--- config.mk ---
export PLATFORM = sky130hd
export DESIGN_NAME = xrouter_rr_pipe
export DESIGN_NICKNAME = d
export VERILOG_FILES = /design/src/rtl/xrouter_rr_pipe.sv
export SDC_FILE = /design/constraint.sdc
export NUM_CORES = 1
export LEC_CHECK = 0
export BUFFER_PORTS_ARGS = -buffer_cell sky130_fd_sc_hd__buf_2
export CAP_MARGIN = 20
export CORE_UTILIZATION = 31
export CTS_CLUSTER_DIAMETER = 50
export DETAILED_ROUTE_END_ITERATION = 7
export HOLD_SLACK_MARGIN = 0.03
export PLACE_DENSITY_LB_ADDON = 0.1
export SETUP_SLACK_MARGIN = 0.3
export SLEW_MARGIN = 20
export SYNTH_ARGS = -nofsm -noshare
export SYNTH_HDL_FRONTEND = slang
export SYNTH_SLANG_ARGS = --single-unit
export TNS_END_PERCENT = 10
--- constraint.sdc ---
create_clock -name clk -period 9.3 [get_ports clk]
set_input_delay 1.86 -clock clk [delete_from_list [all_inputs] [get_ports clk]]
set_output_delay 1.86 -clock clk [all_outputs]
set_load 0.1 [all_outputs]
--- src/rtl/xrouter_rr_pipe.sv ---
// xrouter_rr_pipe: NI-initiator x NT-target packet crossbar.
// Each target has its own round-robin arbiter, a lock that holds a
// multi-beat packet to one owner, and a single registered output slot
// (1-cycle latency, one beat per cycle per target).
// Optional feature macro: XROUTER_DROP_EN.
//   defined   -> beats with an out-of-range target tag are accepted and
//                discarded, and drop_cnt counts them (saturating).
//   undefined -> such beats are never granted and drop_cnt is 0.
// Handshake: a beat moves from initiator i when I_vld[i] & I_gnt[i].
// A beat leaves target j when T_vld[j] & T_rdy[j]. T_vld/T_pkt/T_last
// hold steady while T_vld[j] & !T_rdy[j].
module xrouter_rr_pipe #(
    parameter int NI      = 5,
    parameter int NT      = 3,
    parameter int VDW     = 37,
    parameter int TAG_LSB = 32,
    parameter int TW      = 2,
    parameter int CW      = 16
) (
    input  logic              clk,
    input  logic              rstn,
    input  logic [NI-1:0]     I_vld,
    input  logic [NI*VDW-1:0] I_pkt,
    input  logic [NI-1:0]     I_last,
    output logic [NI-1:0]     I_gnt,
    input  logic [NT-1:0]     T_rdy,
    output logic [NT-1:0]     T_vld,
    output logic [NT*VDW-1:0] T_pkt,
    output logic [NT-1:0]     T_last,
    output logic [CW-1:0]     drop_cnt
);

    localparam int PW = (NI > 1) ? $clog2(NI) : 1;

    typedef enum logic {
        S_IDLE   = 1'b0,
        S_LOCKED = 1'b1
    } lock_state_t;

    // Per-target state
    logic [NT-1:0]  r_vld;
    logic [NT-1:0]  r_last;
    logic [VDW-1:0] r_pkt   [NT];
    logic [PW-1:0]  r_ptr   [NT];
    lock_state_t    r_state [NT];
    logic [PW-1:0]  r_owner [NT];

    // Decode and arbitration results
    logic [TW-1:0]  w_tag      [NI];
    logic [NI-1:0]  w_req      [NT];
    logic [NI-1:0]  w_gnt      [NT];
    logic [PW-1:0]  w_win      [NT];
    logic [VDW-1:0] w_win_pkt  [NT];
    logic [NT-1:0]  w_win_last;
    logic [NT-1:0]  w_any;
    logic [NT-1:0]  w_load;
    logic [NT-1:0]  w_fire;

    // Extract the target tag from every initiator packet
    always_comb begin
        for (int i = 0; i < NI; i++) begin
            w_tag[i] = I_pkt[i*VDW + TAG_LSB +: TW];
        end
    end

`ifdef XROUTER_DROP_EN
    logic [NI-1:0] w_illegal;
    logic [CW:0]   w_drop_sum;
    logic [CW-1:0] r_drop_cnt;

    // Flag illegal-tag beats and sum them onto the running drop count
    always_comb begin
        w_illegal  = '0;
        w_drop_sum = {1'b0, r_drop_cnt};
        for (int i = 0; i < NI; i++) begin
            w_illegal[i] = I_vld[i] && (int'(w_tag[i]) >= NT);
            w_drop_sum   = w_drop_sum + (CW+1)'(w_illegal[i]);
        end
    end

    // Saturating drop counter
    always_ff @(posedge clk or negedge rstn) begin
        if (!rstn) begin
            r_drop_cnt <= '0;
        end else if (w_drop_sum[CW]) begin
            r_drop_cnt <= '1;
        end else begin
            r_drop_cnt <= w_drop_sum[CW-1:0];
        end
    end

    assign drop_cnt = r_drop_cnt;
`else
    assign drop_cnt = '0;
`endif

    // Per-target request masking, round-robin pick and load enable
    always_comb begin
        int idx;
        idx    = 0;
        w_any  = '0;
        w_load = '0;
        w_fire = '0;
        for (int j = 0; j < NT; j++) begin
            w_req[j] = '0;
            w_gnt[j] = '0;
            w_win[j] = '0;
            for (int i = 0; i < NI; i++) begin
                w_req[j][i] = I_vld[i] && (int'(w_tag[i]) == j);
            end
            // A locked target only listens to its owner
            if (r_state[j] == S_LOCKED) begin
                w_req[j] = w_req[j] & (NI'(1) << r_owner[j]);
            end
            w_load[j] = !r_vld[j] || T_rdy[j];
            for (int k = 0; k < NI; k++) begin
                idx = (int'(r_ptr[j]) + k) % NI;
                if (!w_any[j] && w_req[j][idx]) begin
                    w_any[j] = 1'b1;
                    w_win[j] = PW'(idx);
                end
            end
            w_fire[j] = w_any[j] && w_load[j];
            if (w_fire[j]) begin
                w_gnt[j][w_win[j]] = 1'b1;
            end
        end
    end

    // Select the winning beat for each target
    always_comb begin
        w_win_last = '0;
        for (int j = 0; j < NT; j++) begin
            w_win_pkt[j] = '0;
            for (int i = 0; i < NI; i++) begin
                if (w_win[j] == PW'(i)) begin
                    w_win_pkt[j]  = I_pkt[i*VDW +: VDW];
                    w_win_last[j] = I_last[i];
                end
            end
        end
    end

    // Merge per-target grants (and drops) into the initiator grant vector
    always_comb begin
        I_gnt = '0;
        for (int j = 0; j < NT; j++) begin
            I_gnt = I_gnt | w_gnt[j];
        end
`ifdef XROUTER_DROP_EN
        I_gnt = I_gnt | w_illegal;
`endif
    end

    // Output slots, RR pointers and lock FSM per target
    always_ff @(posedge clk or negedge rstn) begin
        if (!rstn) begin
            r_vld  <= '0;
            r_last <= '0;
            for (int j = 0; j < NT; j++) begin
                r_pkt[j]   <= '0;
                r_ptr[j]   <= '0;
                r_state[j] <= S_IDLE;
                r_owner[j] <= '0;
            end
        end else begin
            for (int j = 0; j < NT; j++) begin
                if (w_fire[j]) begin
                    r_vld[j]  <= 1'b1;
                    r_pkt[j]  <= w_win_pkt[j];
                    r_last[j] <= w_win_last[j];
                    r_ptr[j]  <= (int'(w_win[j]) == NI-1) ? '0 : w_win[j] + PW'(1);
                    case (r_state[j])
                        S_IDLE: begin
                            if (!w_win_last[j]) begin
                                r_state[j] <= S_LOCKED;
                                r_owner[j] <= w_win[j];
                            end
                        end
                        S_LOCKED: begin
                            if (w_win_last[j]) begin
                                r_state[j] <= S_IDLE;
                            end
                        end
                        default: r_state[j] <= S_IDLE;
                    endcase
                end else if (T_rdy[j]) begin
                    r_vld[j] <= 1'b0;
                end
            end
        end
    end

    // Drive the packed target outputs from the slot registers
    always_comb begin
        T_pkt = '0;
        for (int j = 0; j < NT; j++) begin
            T_pkt[j*VDW +: VDW] = r_pkt[j];
        end
    end

    assign T_vld  = r_vld;
    assign T_last = r_last;

`ifndef SYNTHESIS
    genvar ga;
    for (ga = 0; ga < NT; ga++) begin : g_chk
        a_slot_tag: assert property (@(posedge clk) disable iff (!rstn)
            r_vld[ga] |-> (int'(r_pkt[ga][TAG_LSB +: TW]) == ga));
        a_lock_tag: assert property (@(posedge clk) disable iff (!rstn)
            ((r_state[ga] == S_LOCKED) && I_vld[r_owner[ga]]) |-> (int'(w_tag[r_owner[ga]]) == ga));
        a_gnt_onehot: assert property (@(posedge clk) disable iff (!rstn)
            $onehot0(w_gnt[ga]));
    end
`endif

endmodule
### After elaboration in Yosys (flattened, before gate mapping)

Index checks and enable logic that the tools add are counted.

* register bits: 138
* latch bits: 0
* RAM bits: 0
* memory bits (read-only): 0
* bits of input ports: 200
* output and inout bits: 138
* logic and storage cells: 302
* memories kept: 0

* add/subtract/negate cells: 15
* multiply operators: 0
* div/mod/pow operators: 15
* $lt $le $gt $ge: 21
* equal/unequal tests: 25
* shifts and indexed selects: 3
* muxes and demuxes: 129
* bitwise gates (word level): 11
* reduce and logical (&&, ||, !) cells: 65

Operator list (number)
* two-way mux 37 bit: 15
* < comparator 32 x 5 -> 1 bit (second input constant): 15
* remainder unit 32 x 4 -> 32 bit (second input constant): 12
* remainder unit 4 x 4 -> 32 bit (second input constant): 3
* two-way mux 1 bit: 72
* two-way mux 3 bit: 18
* binary-select mux 1 bit (select 3 bit): 15
* logical AND 1 bit: 33
* two-way mux 5 bit: 6
* adder 3 x 2 -> 4 bit (second input constant): 6
* equality test 2 bit (second input constant): 10
* equality test 3 x 2 -> 1 bit (second input constant): 6
* equality test 3 bit (second input constant): 6
* bitwise AND 5 bit: 3
* zero test 1 bit: 15
* << shifter 1 x 3 -> 5 bit (first input constant): 3
* adder 3 x 1 -> 4 bit (second input constant): 3
* adder 3 x 3 -> 4 bit (second input constant): 3
* < comparator 3 x 4 -> 1 bit (second input constant): 3
* zero test 2 bit: 5
* OR 5 bit: 2
* adder 3 x 1 -> 3 bit (second input constant): 3
* demux 1 bit (select 3 bit): 3
* equality test 3 x 1 -> 1 bit (second input constant): 3
* 6 further kinds: 21

### Longest topological paths before layout

* word-level depth: 28
* depth in mapped cells: 32
* gate-level depth less buffers: 28

### Worst setup path after synthesis

No wires, ideal clock.

* path kind: register -> output
* start point: register r_ptr[0] (netlist bit)
* end point: output I_gnt[1]
* data arrival time: 7.116 ns
* data required time: 7.440 ns
* path slack: 0.324 ns
* stages on the path, launching flop included: 22
* path buffers: 1
* path through: dfrtp_1 -> clkbuf_1 -> inv_2 -> ha_1 -> xnor2_1 -> inv_1 -> ha_1 -> nor2_1 -> a21oi_1 -> xnor2_1 -> ha_1 -> nand2b_1 -> o311ai_0 -> a21oi_1 -> nor4_1 -> o32ai_1 -> a32oi_1 -> or3_1 -> or3_1 -> o2111ai_1 -> inv_1 -> o21ai_0

RTL lines
* start, declared: line 44 `logic [PW-1:0] r_ptr [NT];`
* start signal, assigned by index: line 172 `r_ptr[j] <= (int'(w_win[j]) == NI-1) ? '0 : w_win[j] + PW'(1);`
* end, declared: line 25 `output logic [NI-1:0] I_gnt,`

==> run summary <==
Status -> finished, final reports clean
H-tree depth -> 4
Worst-path cell chain -> inv_1 -> ha_1 -> xnor2_2 -> inv_1 -> ha_1 -> nor2_1 -> a21oi_1 -> xnor2_2 -> ha_1 -> nand2b_1 -> o311ai_0 -> a21oi_1 -> nor4_1 -> o32ai_1 -> a32oi_1 -> or3_1 -> or3_1 -> o2111ai_1 -> inv_1 -> o21ai_1 -> clkbuf_4
FF-to-FF path depth -> 29
Fraction of layout instances using a drive strength above 1 -> 0.2183
Worst setup EP type -> primary output
DRC -> 0
Setup WS post-layout -> 0.6780 ns
Worst stage delay on the critical path -> 0.48 ns
Crit Path Max Fanout -> 8
Worst Hold Depth -> 2
Critical path's slowest cell -> dfrtp_1
Pre-CTS WS -> 0.7426 ns
Startpoint of the worst hold path -> T_pkt[25]
RR Endpoint -> r_owner[1]
Row cnt -> 79
Largest cells by area after synthesis -> dfrtp_1 24%, ha_1 6.3%, a22oi_1 5.8%
Hpwl dp -> 44,180 um
RSZ-0062 raised after global routing -> yes
Worst EP required -> 7.44 ns
Synthesized cell area -> 14,580 um2
Sequential share of the synthesized area -> 0.2368
Setup Skew -> 0.01739 ns
Setup_tns -> 0 ns
Die height -> 218.9 um
Port bufs -> 321
Top Family by Delay on Critical Path -> compound AO/OA/AOI/OAI gates
Area delta synth->final -> 17.88%
Reg-to-Reg Start -> r_ptr[1]
CP Launch Type -> flop
Root Buffer -> clkbuf_16
Worst skew pair latency -> 0.46 ns
Clock tree buffer depth -> 2
Yosys warns -> 0
Die Wd -> 218.9 um
Wire per inst -> 23.97 um
Post-synth EDFFs -> 0
DRT antenna net count -> 0
Area leader, netlist -> dfrtp_1
Hold Path End -> T_pkt[25]
Number of synthesized register bits -> 138
Yosys top cell area share -> 0.2368
Total grt overflow -> 0
Kind of critical path -> flop to primary output
Endpoints failing setup -> 0
Post-synthesis cell count -> 1,887
Commonest cells in the netlist -> 221 x nand2_1, 138 x dfrtp_1, 138 x o21ai_0
Synth async-reset ratio -> 1.000
Clock Sinks -> 138
CTS tree -> built
Worst-Margin Slew -> 1.114 ns
Die Area -> 47,910 um2
Final Hold Viols -> 0
Final GP Congestion -> 0.9149
Most common cell in the netlist -> nand2_1
Netlist cell types -> 95
Largest net degree at the start of global routing -> 90
GRT Resource Usage Total -> 0.2698
DR iter-0 viols -> 1,727
Final WL -> 65,730 um
Core ar. -> 46,460 um2
CP arrival -> 6.76 ns
Clock transition at path regs -> 0.06 ns
Min-Delay Path Class -> flop to flop
Setup Fix Bufs, Post-CTS -> 0
Final Max Tran Viols -> 0
Slew headroom -> 0.2574
Vias -> 16,410
Max Freq -> 116.0 MHz
Vias per cell -> 5.984
First-pass GRT wire length -> 98,300 um
Vias in the first global route -> 15,710
Buf/Inv on CP -> 4
Top Ports -> 338
Num CTS Buffers -> 17
Nets@finish -> 2,390
Tcrit/Tclk final -> 0.9271
Initial antenna violation count -> 17
Pre-Repair DR Iteration Count -> 6
Mapped Avg Cell Area -> 7.728 um2
Starting density of the core -> 0.3139
R2r setup slk -> 1.21 ns
Primary FF master, synth -> dfrtp_1
Min Tclk post-route -> 8.622 ns
Max-cap viol count -> 0
## metrics by stage
step,cell area [um2],cells,hold WS [ns],utilization
2_1_floorplan,14640,1902,0.5291,-
3_3_place_gp,16600,2703,0.4569,0.3572
3_5_place_dp,16600,2703,0.4604,0.3572
4_1_cts,17160,2733,0.4749,0.3693
5_1_grt,17180,2736,0.4952,0.3697
6_report,17190,2742,0.4706,0.3700
## worst min-delay path, delay by kind of cell, from the launching register on
| family | cells | cell delay, ns |
|---|---|---|
| AO/OA/AOI/OAI | 1 | 0.05 |
| flip-flops | 1 | 0.34 |
| AND/OR/NAND/NOR | 1 | 0.05 |
## worst max path at each step
| stage | startpoint | endpoint | cells past startpoint |
|---|---|---|---|
| floorplan | r_ptr[0] | I_gnt[1] | 21 |
| global placement | r_ptr[1] | I_gnt[1] | 21 |
| detailed placement | r_ptr[1] | I_gnt[3] | 21 |
| CTS | r_ptr[1] | I_gnt[1] | 21 |
| global route | r_ptr[1] | I_gnt[3] | 21 |
| finish | r_ptr[1] | I_gnt[3] | 21 |
## routing by layer
layer	vias to the layer above	global-route usage	routed length, um
met4	20	0.07708	1086
met2	713	0.4296	30450
met3	106	0.07859	5916
met1	7979	0.3518	28140
met5	-	0	130
li1	7591	-	-
## cell usage in the layout, fill, tap and decap left out, types with 15 or more instances in the layout
master     count
mux2i_1       27
nand3_1       22
a21oi_1      127
o31ai_1       86
conb_1        16
nor3_1        29
buf_4         31
mux2_2        20
nand2b_1      22
ha_1          67
inv_1         91
a222oi_1      35
o21ai_0      136
nor2_1       121
xnor2_1       20
clkbuf_16     17
nand2_1      219
nor2b_1       51
a211oi_1      23
a22oi_1      112
o21a_1        15
a221oi_1      39
dfrtp_1      138
buf_2        317
o221ai_1      40
## kinds of logic (layout without fill, tap and decap cells)
logic type      after synthesis  after routing  synth area share
compound gates              753            753            0.3666
xor+xnor                     27             27           0.01768
fa+ha+maj                    75             75           0.06487
buf+inv                     256            480           0.07859
flops                       138            138            0.2368
mux                          50             50           0.03681
other cells                   1             25         0.0002572
simple gates                587            587            0.1984
## cell type report
cell class                 count  area, um2
timing repair buffer         352       1878
multi-input combinational   1508      10160
antenna                        9      22.52
fill                        4945      29270
inverter                      98      367.9
clock buffer                  22      454.2
tap                          607      759.5
clock inverter                 8      97.59
sequential                   138       3453
## sequential cells by signal (all words and copies together) (netlist names)
| name | flops |
|---|---|
| r_state | 3 |
| r_ptr | 9 |
| T_pkt | 111 |
| T_last | 3 |
| T_vld | 3 |
| r_owner | 9 |
## what timing repair did
action | 4_1_cts | 5_1_grt
hold buffers | 0 | 0
gates resized for setup | 1 | 6
setup endpoints to repair | 2 | 3
Power is left out: the tool's default activity adds up to more than one toggle a clock period on the data nets, which glitch-free logic cannot reach.
